==> src/rtl/pipe_stage_reg.sv <==
// rtl/pipe_stage_reg.sv - ID/EX pipeline stage register with optional skid entry
//
// Purpose: registers one ID->EX beat (pc, alufn, a, b, d, id) behind a
// valid/ready handshake. With SKID=1 a second entry absorbs the beat that
// arrives while the downstream stalls, so in_ready comes straight from a
// register. With SKID=0 a single entry is used and in_ready is combinational.
//
// Ports:
//   clk, rst          - clock, asynchronous active-high reset
//   in_valid/in_ready - upstream handshake
//   in_pc .. in_id    - upstream payload
//   flush             - drop every held and incoming beat
//   out_valid/out_ready - downstream handshake
//   out_pc .. out_id  - downstream payload (always the main entry)
//   occupancy         - number of held beats (0..2)
//   stall_cnt         - saturating count of out_valid & !out_ready cycles
module pipe_stage_reg #(
    parameter int PC_W    = 32,
    parameter int DATA_W  = 32,
    parameter int ALUFN_W = 6,
    parameter int SKID    = 1,
    parameter int CNT_W   = 16
) (
    input  logic               clk,
    input  logic               rst,
    input  logic               in_valid,
    output logic               in_ready,
    input  logic [PC_W-1:0]    in_pc,
    input  logic [ALUFN_W-1:0] in_alufn,
    input  logic [DATA_W-1:0]  in_a,
    input  logic [DATA_W-1:0]  in_b,
    input  logic [DATA_W-1:0]  in_d,
    input  logic [DATA_W-1:0]  in_id,
    input  logic               flush,
    output logic               out_valid,
    input  logic               out_ready,
    output logic [PC_W-1:0]    out_pc,
    output logic [ALUFN_W-1:0] out_alufn,
    output logic [DATA_W-1:0]  out_a,
    output logic [DATA_W-1:0]  out_b,
    output logic [DATA_W-1:0]  out_d,
    output logic [DATA_W-1:0]  out_id,
    output logic [1:0]         occupancy,
    output logic [CNT_W-1:0]   stall_cnt
);

    localparam int PW = PC_W + ALUFN_W + 4 * DATA_W;

    // Whole beat travels as one vector so fields can never mix between beats.
    logic [PW-1:0] in_beat;
    logic [PW-1:0] main_q;
    logic [PW-1:0] skid_q;
    logic          main_valid;
    logic          skid_valid;
    logic          in_fire;
    logic          out_fire;

    assign in_beat = {in_pc, in_alufn, in_a, in_b, in_d, in_id};
    assign {out_pc, out_alufn, out_a, out_b, out_d, out_id} = main_q;
    assign out_valid = main_valid;

    // in_ready is forced low during reset; otherwise SKID=1 depends only on
    // the skid valid register, SKID=0 looks through to out_ready.
    generate
        if (SKID != 0) begin : g_ready_skid
            assign in_ready = ~rst & ~skid_valid;
        end else begin : g_ready_single
            assign in_ready = ~rst & (out_ready | ~main_valid);
        end
    endgenerate

    assign in_fire  = in_valid & in_ready;
    assign out_fire = main_valid & out_ready;

    always_ff @(posedge clk or posedge rst) begin
        if (rst) begin
            main_valid <= 1'b0;
            skid_valid <= 1'b0;
            main_q     <= '0;
            skid_q     <= '0;
        end else if (flush) begin
            // Flush wins over any handshake in this cycle; payload is left as is.
            main_valid <= 1'b0;
            skid_valid <= 1'b0;
        end else if (SKID != 0) begin
            if (out_fire) begin
                if (skid_valid) begin
                    // Skid advances to main; a same-cycle beat refills skid.
                    main_q     <= skid_q;
                    skid_valid <= in_fire;
                    if (in_fire) begin
                        skid_q <= in_beat;
                    end
                end else begin
                    main_valid <= in_fire;
                    if (in_fire) begin
                        main_q <= in_beat;
                    end
                end
            end else if (in_fire) begin
                if (!main_valid) begin
                    main_valid <= 1'b1;
                    main_q     <= in_beat;
                end else begin
                    skid_valid <= 1'b1;
                    skid_q     <= in_beat;
                end
            end
        end else begin
            skid_valid <= 1'b0;
            if (in_fire) begin
                main_valid <= 1'b1;
                main_q     <= in_beat;
            end else if (out_fire) begin
                main_valid <= 1'b0;
            end
        end
    end

    always_ff @(posedge clk or posedge rst) begin
        if (rst) begin
            stall_cnt <= '0;
        end else if (main_valid && !out_ready && !(&stall_cnt)) begin
            stall_cnt <= stall_cnt + {{(CNT_W-1){1'b0}}, 1'b1};
        end
    end

    assign occupancy = {1'b0, main_valid} + {1'b0, skid_valid};

endmodule

==> config.mk <==
export PLATFORM = sky130hd
export DESIGN_NAME = pipe_stage_reg
export DESIGN_NICKNAME = d
export VERILOG_FILES = /design/src/rtl/pipe_stage_reg.sv
export SDC_FILE = /design/constraint.sdc
export NUM_CORES = 1
export LEC_CHECK = 0
export ABC_AREA = 1
export BUFFER_PORTS_ARGS = -buffer_cell sky130_fd_sc_hd__buf_2
export CORE_MARGIN = 5
export CORE_UTILIZATION = 60
export CTS_BUF_LIST = sky130_fd_sc_hd__clkbuf_8
export DETAILED_ROUTE_END_ITERATION = 10
export PLACE_DENSITY = 0.88
export SYNTH_ARGS = -nofsm -noshare
export SYNTH_HDL_FRONTEND = slang
export SYNTH_SLANG_ARGS = --single-unit
==> constraint.sdc <==
create_clock -name clk -period 30.3 [get_ports clk]
set_input_delay 3.03 -clock clk [delete_from_list [all_inputs] [get_ports clk]]
set_output_delay 3.03 -clock clk [all_outputs]
set_load 0.03 [all_outputs]
-- Word level (Yosys, flattened, before mapping)
Cells that the tools add are included.
- add/subtract/negate cells: 2
- equal/unequal tests: 3
- muxes and demuxes: 18
- bitwise gates (word level): 6
- reductions and logical operators: 14
- operators with widths (cell ; count):
    $mux W166 ; 9
    $add A16 B1 Y16 const B ; 1
    $reduce_and A16 Y1 ; 1
    $mux W1 ; 9
    $reduce_and A4 Y1 ; 2
    $reduce_bool A2 Y1 ; 3
    $reduce_bool A3 Y1 ; 2
    $reduce_and A2 Y1 ; 2
    $and A1 B1 Y1 ; 3
    $ne A3 B3 Y1 const B ; 1
    $not A1 Y1 ; 3
    $add A1 B1 Y2 ; 1
    $logic_and A1 B1 Y1 ; 2
    $logic_not A1 Y1 ; 2
    $ne A2 B1 Y1 const B ; 1
    $ne A2 B2 Y1 const B ; 1
- flip-flop bits (word level): 350
- input port bits: 171
- output and inout port bits: 186

-- Depth between registers and ports, before layout
- depth after elaboration: 6
- mapped depth: 9

-- Worst setup path before layout
OpenSTA, ideal clock, no wires.
- path type: input to output
- from: input rst
- to: output in_ready
- data arrival time: 3310 ps
- data required time: 27270 ps
- slack: 23960 ps
- stages: 1
- path buffers: 0
- path through: nor2_2
- longest elaborated chain between the ends: 2
- ends and longest elaborated chain (item ; line ; RTL):
    from (decl) ; 25 ; input logic rst,
    $not A1 Y1 ; 66 ; assign in_ready = ~rst & ~skid_valid;
    $and A1 B1 Y1 ; 66 ;
    to (decl) ; 27 ; output logic in_ready,
No other way between the ends.

-- Worst setup path after layout
Same ends and word-level chain as after synthesis.

==> summary.txt <==
Finish
  – Layout cells sized above 1: 21.1%
  – Area grow syn2layout: 18.4%
  – Core Util, Final: 72.3%
  – Fill cells: around 1800
  – Nets@finish: approximately 2300
  – Diodes inserted: 0

Setup path
  – WP data required: 27.27 ns
  – Worst Reg-to-Reg Cells: 7
  – Worst Path Buf+Inv: 2
  – Crit end category: output port
  – Startpoint Class: input port
  – Cell mode on critical path: buf_2
  – CP Max Fanout: 2
  – CP peak stage delay: 0.20 ns
  – Top Family by Delay on Critical Path: buffers and inverters
  – Critical path cell sequence: buf_2, nor2_2, buf_2
  – Internal reg-to-reg setup slack: 26.49 ns
  – Worst path slowest cell: buf_2
  – CP Depth: 3
  – Critical path class: in -> out
  – Worst Path Arrival: around 3.5 ns

Clock network
  – CTS max path bufs: 3
  – CTS resizes: 0
  – Worst-path clk slew: around 0.06 ns
  – Hold buffers post-CTS: 0
  – CTS sink cnt: 350
  – Num CTS Buffers: 55
  – CTS tree: built
  – Root buf cell: clkbuf_8
  – # H-tree levels: 2
  – Clock latency on the worst-skew pair: 0.56 ns
  – Postcts setup bufs: 0

Timing
  – Max-slew violation count: 0
  – Fin crit share: around 21%
  – Hold Violations, Final: 0
  – Clock skew: ~0.013 ns
  – RSZ-0062 raised after global routing: false
  – Slew HR: a little under a quarter
  – Peak Freq: roughly 150 MHz
  – TNS Setup: 0 ns
  – Least-Margin Pin Slew: approximately 1.1 ns
  – Post-route minimum period: approximately 6.5 ns
  – # setup viols final: 0

Synthesis
  – Top cells by area, synth: dfrtp_1, nand2_1, o21a_1, o21ai_0, inv_1
  – Syn_nets: slightly below 2000
  – Yosys reg bits: 350
  – Cell count after synthesis: approximately 1800
  – Post-synthesis simple-gate area fraction: 15.3%
  – Avg Cell Area, Syn: approximately 8.7 sq um
  – Compound-Gate Fraction of Synth Area: between 15 and 20%
  – Register area share after synthesis: ~57%
  – Post-Syn Area: approximately 15000 sq um
  – Largest family of logic cells by synthesized area: compound AO/OA/AOI/OAI gates
  – Yosys cell types: 26
  – Adder-Cell Fraction of Synth Area: 0.163%
  – Xor/xnor cell area share of the yosys netlist: less than 1%
  – Post-synthesis mux area share: 0%
  – Post-synth top area cell: dfrtp_1
  – Area share of the largest cell type after synthesis: a little under three fifths
  – Synthesis Warnings: 0

GRT
  – Largest net degree at the start of global routing: 126
  – Initial antenna violation count: 1
  – GRT Total Usage: 26.0%
  – First-pass GRT wire length: 62900 um
  – Gr ovfl total: 0
  – Vias in the first global route: 13100

Power and ir drop
  – Power density cells: around 75 nW/um^2
  – Worst VDD drop: 55.0 uV
  – Leak: between 9 and 10 nW

Routing
  – Antenna-violating nets left: 0
  – Vias per cell: about 5.4
  – DR iter-0 viols: between 1000 and 1500
  – Vias: ~13000
  – Wire length per cell: 15.6 um
  – First-pass DRT Iterations: 5
  – Post-route DRC: 0
  – Wirelength, routed: roughly 38000 um

Floorplanning
  – Boundary pin count: ~360
  – DIE HEIGHT: roughly 170 um
  – Core Area: about 25000 sq um
  – Initial Util: between 60% and 70%
  – Die ar.: approximately 29000 sq um
  – Die Wd: around 170 um
  – Row count: 58

Place
  – GPL Wtd Cong: between 0.8 and 0.9
  – Port Buffers: between 300 and 400
  – HPWL Detailed: 25300 um

Hold path
  – Hold path cells: 2
  – Hold/Removal Path Class: reg -> reg

Run status
  – Outcome: finished clean

Flow run
  – Max-Cap Viols: 0
==> registers in the layout (all words and copies together), names as in the netlist <==
signal and cells:
out_valid 1, main_q 166, skid_q 166, stall_cnt 16, skid_valid 1
==> worst paths after layout <==
kind                                          from                       to
min in group asynchronous                      rst   main_q[96]$_DFFE_PP0P_
setup reg to reg             out_valid$_DFFE_PP0P_   main_q[19]$_DFFE_PP0P_
hold reg to reg            main_q[165]$_DFFE_PP0P_  main_q[165]$_DFFE_PP0P_
setup / recovery                               rst                 in_ready
hold / removal             main_q[165]$_DFFE_PP0P_  main_q[165]$_DFFE_PP0P_
max in group asynchronous                      rst  main_q[124]$_DFFE_PP0P_
==> synthesized netlist by cell type <==
library cell    n
clkbuf_2        1
o211a_1         1
a21oi_1         2
nor2_2          1
nor2_4          1
nand4_1         5
nand3_1        13
nand4_2         1
o21ai_0       200
o21ai_1       137
nand2_1       563
o31ai_1         1
ha_1            2
nor2_1         19
nor3_1          1
buf_1           2
clkbuf_1       30
nand2_2         1
inv_1         192
buf_2          64
xnor2_1         2
buf_4          11
buf_6           1
nand3b_1        5
o21a_1        166
dfrtp_1       350
==> worst register-to-register path: cells and delay by family (launching register included) <==
| family | cells | cell delay, ns |
|---|---|---|
| flops | 1 | 0.50 |
| buf+inv | 2 | 1.70 |
| compound gates | 2 | 0.30 |
| simple gates | 3 | 1.21 |
==> through the flow <==
step / area [sq um] / power, mW / hold slack [ns] / cells / setup WS (ns)
3_5_place_dp: 17100 / 0.988 / 0.470 / 2360 / 23.80
3_3_place_gp: 17100 / 0.971 / 0.464 / 2360 / 23.80
4_1_cts: 18200 / 1.37 / 0.484 / 2454 / 23.80
6_report: 18200 / 1.36 / 0.479 / 2454 / 23.81
2_1_floorplan: 15400 / 0.865 / 0.453 / 1772 / 17.56
5_1_grt: 18200 / 1.44 / 0.502 / 2454 / 23.78
==> routing by layer <==
metal	GRT usage (%)	vias to the layer above	wire length, um
met3	6.16	114	3490
met5	0	-	13
li1	-	6281	-
met1	35.1	6175	15400
met2	41.1	574	17900
met4	10.7	2	1460
==> layout make-up <==
cell class	instances	area (sq um)	share of cell area, %
inverters	192	728	4.00
clock buffers	70	963	5.29
repair buffers	367	1860	10.2
well taps	330	413	2.27
clock inverters	24	97.6	0.536
multi-input cells	1121	5380	29.5
flip-flops and latches	350	8760	48.1
==> cell families after synthesis <==
kind of cell,count (synthesis)
and+or+nand+nor,610
adders and majority gates,2
DFF,350
xor gates and xnor gates,2
buffers and inverters,301
AOI/OAI and AO/OA,507
==> layout by cell type (no fill, tap or decap), drive strengths merged <==
cell type  instances
nand2            564
a21oi              2
o21a             166
o211a              1
nand4              6
ha                 2
dfrtp            350
nand3b             5
xnor2              2
nand3             13
o31ai              1
clkbuf            70
o21ai            337
nor2              21
buf              367
inv              210
nor3               1
clkinv             6
==> power by group <==
part,switching (mW),internal [mW]
clock,0.178,0.205
sequential,0.0688,0.577
combinational,0.231,0.105
No activity file was read; power rests on OpenSTA's default activity.
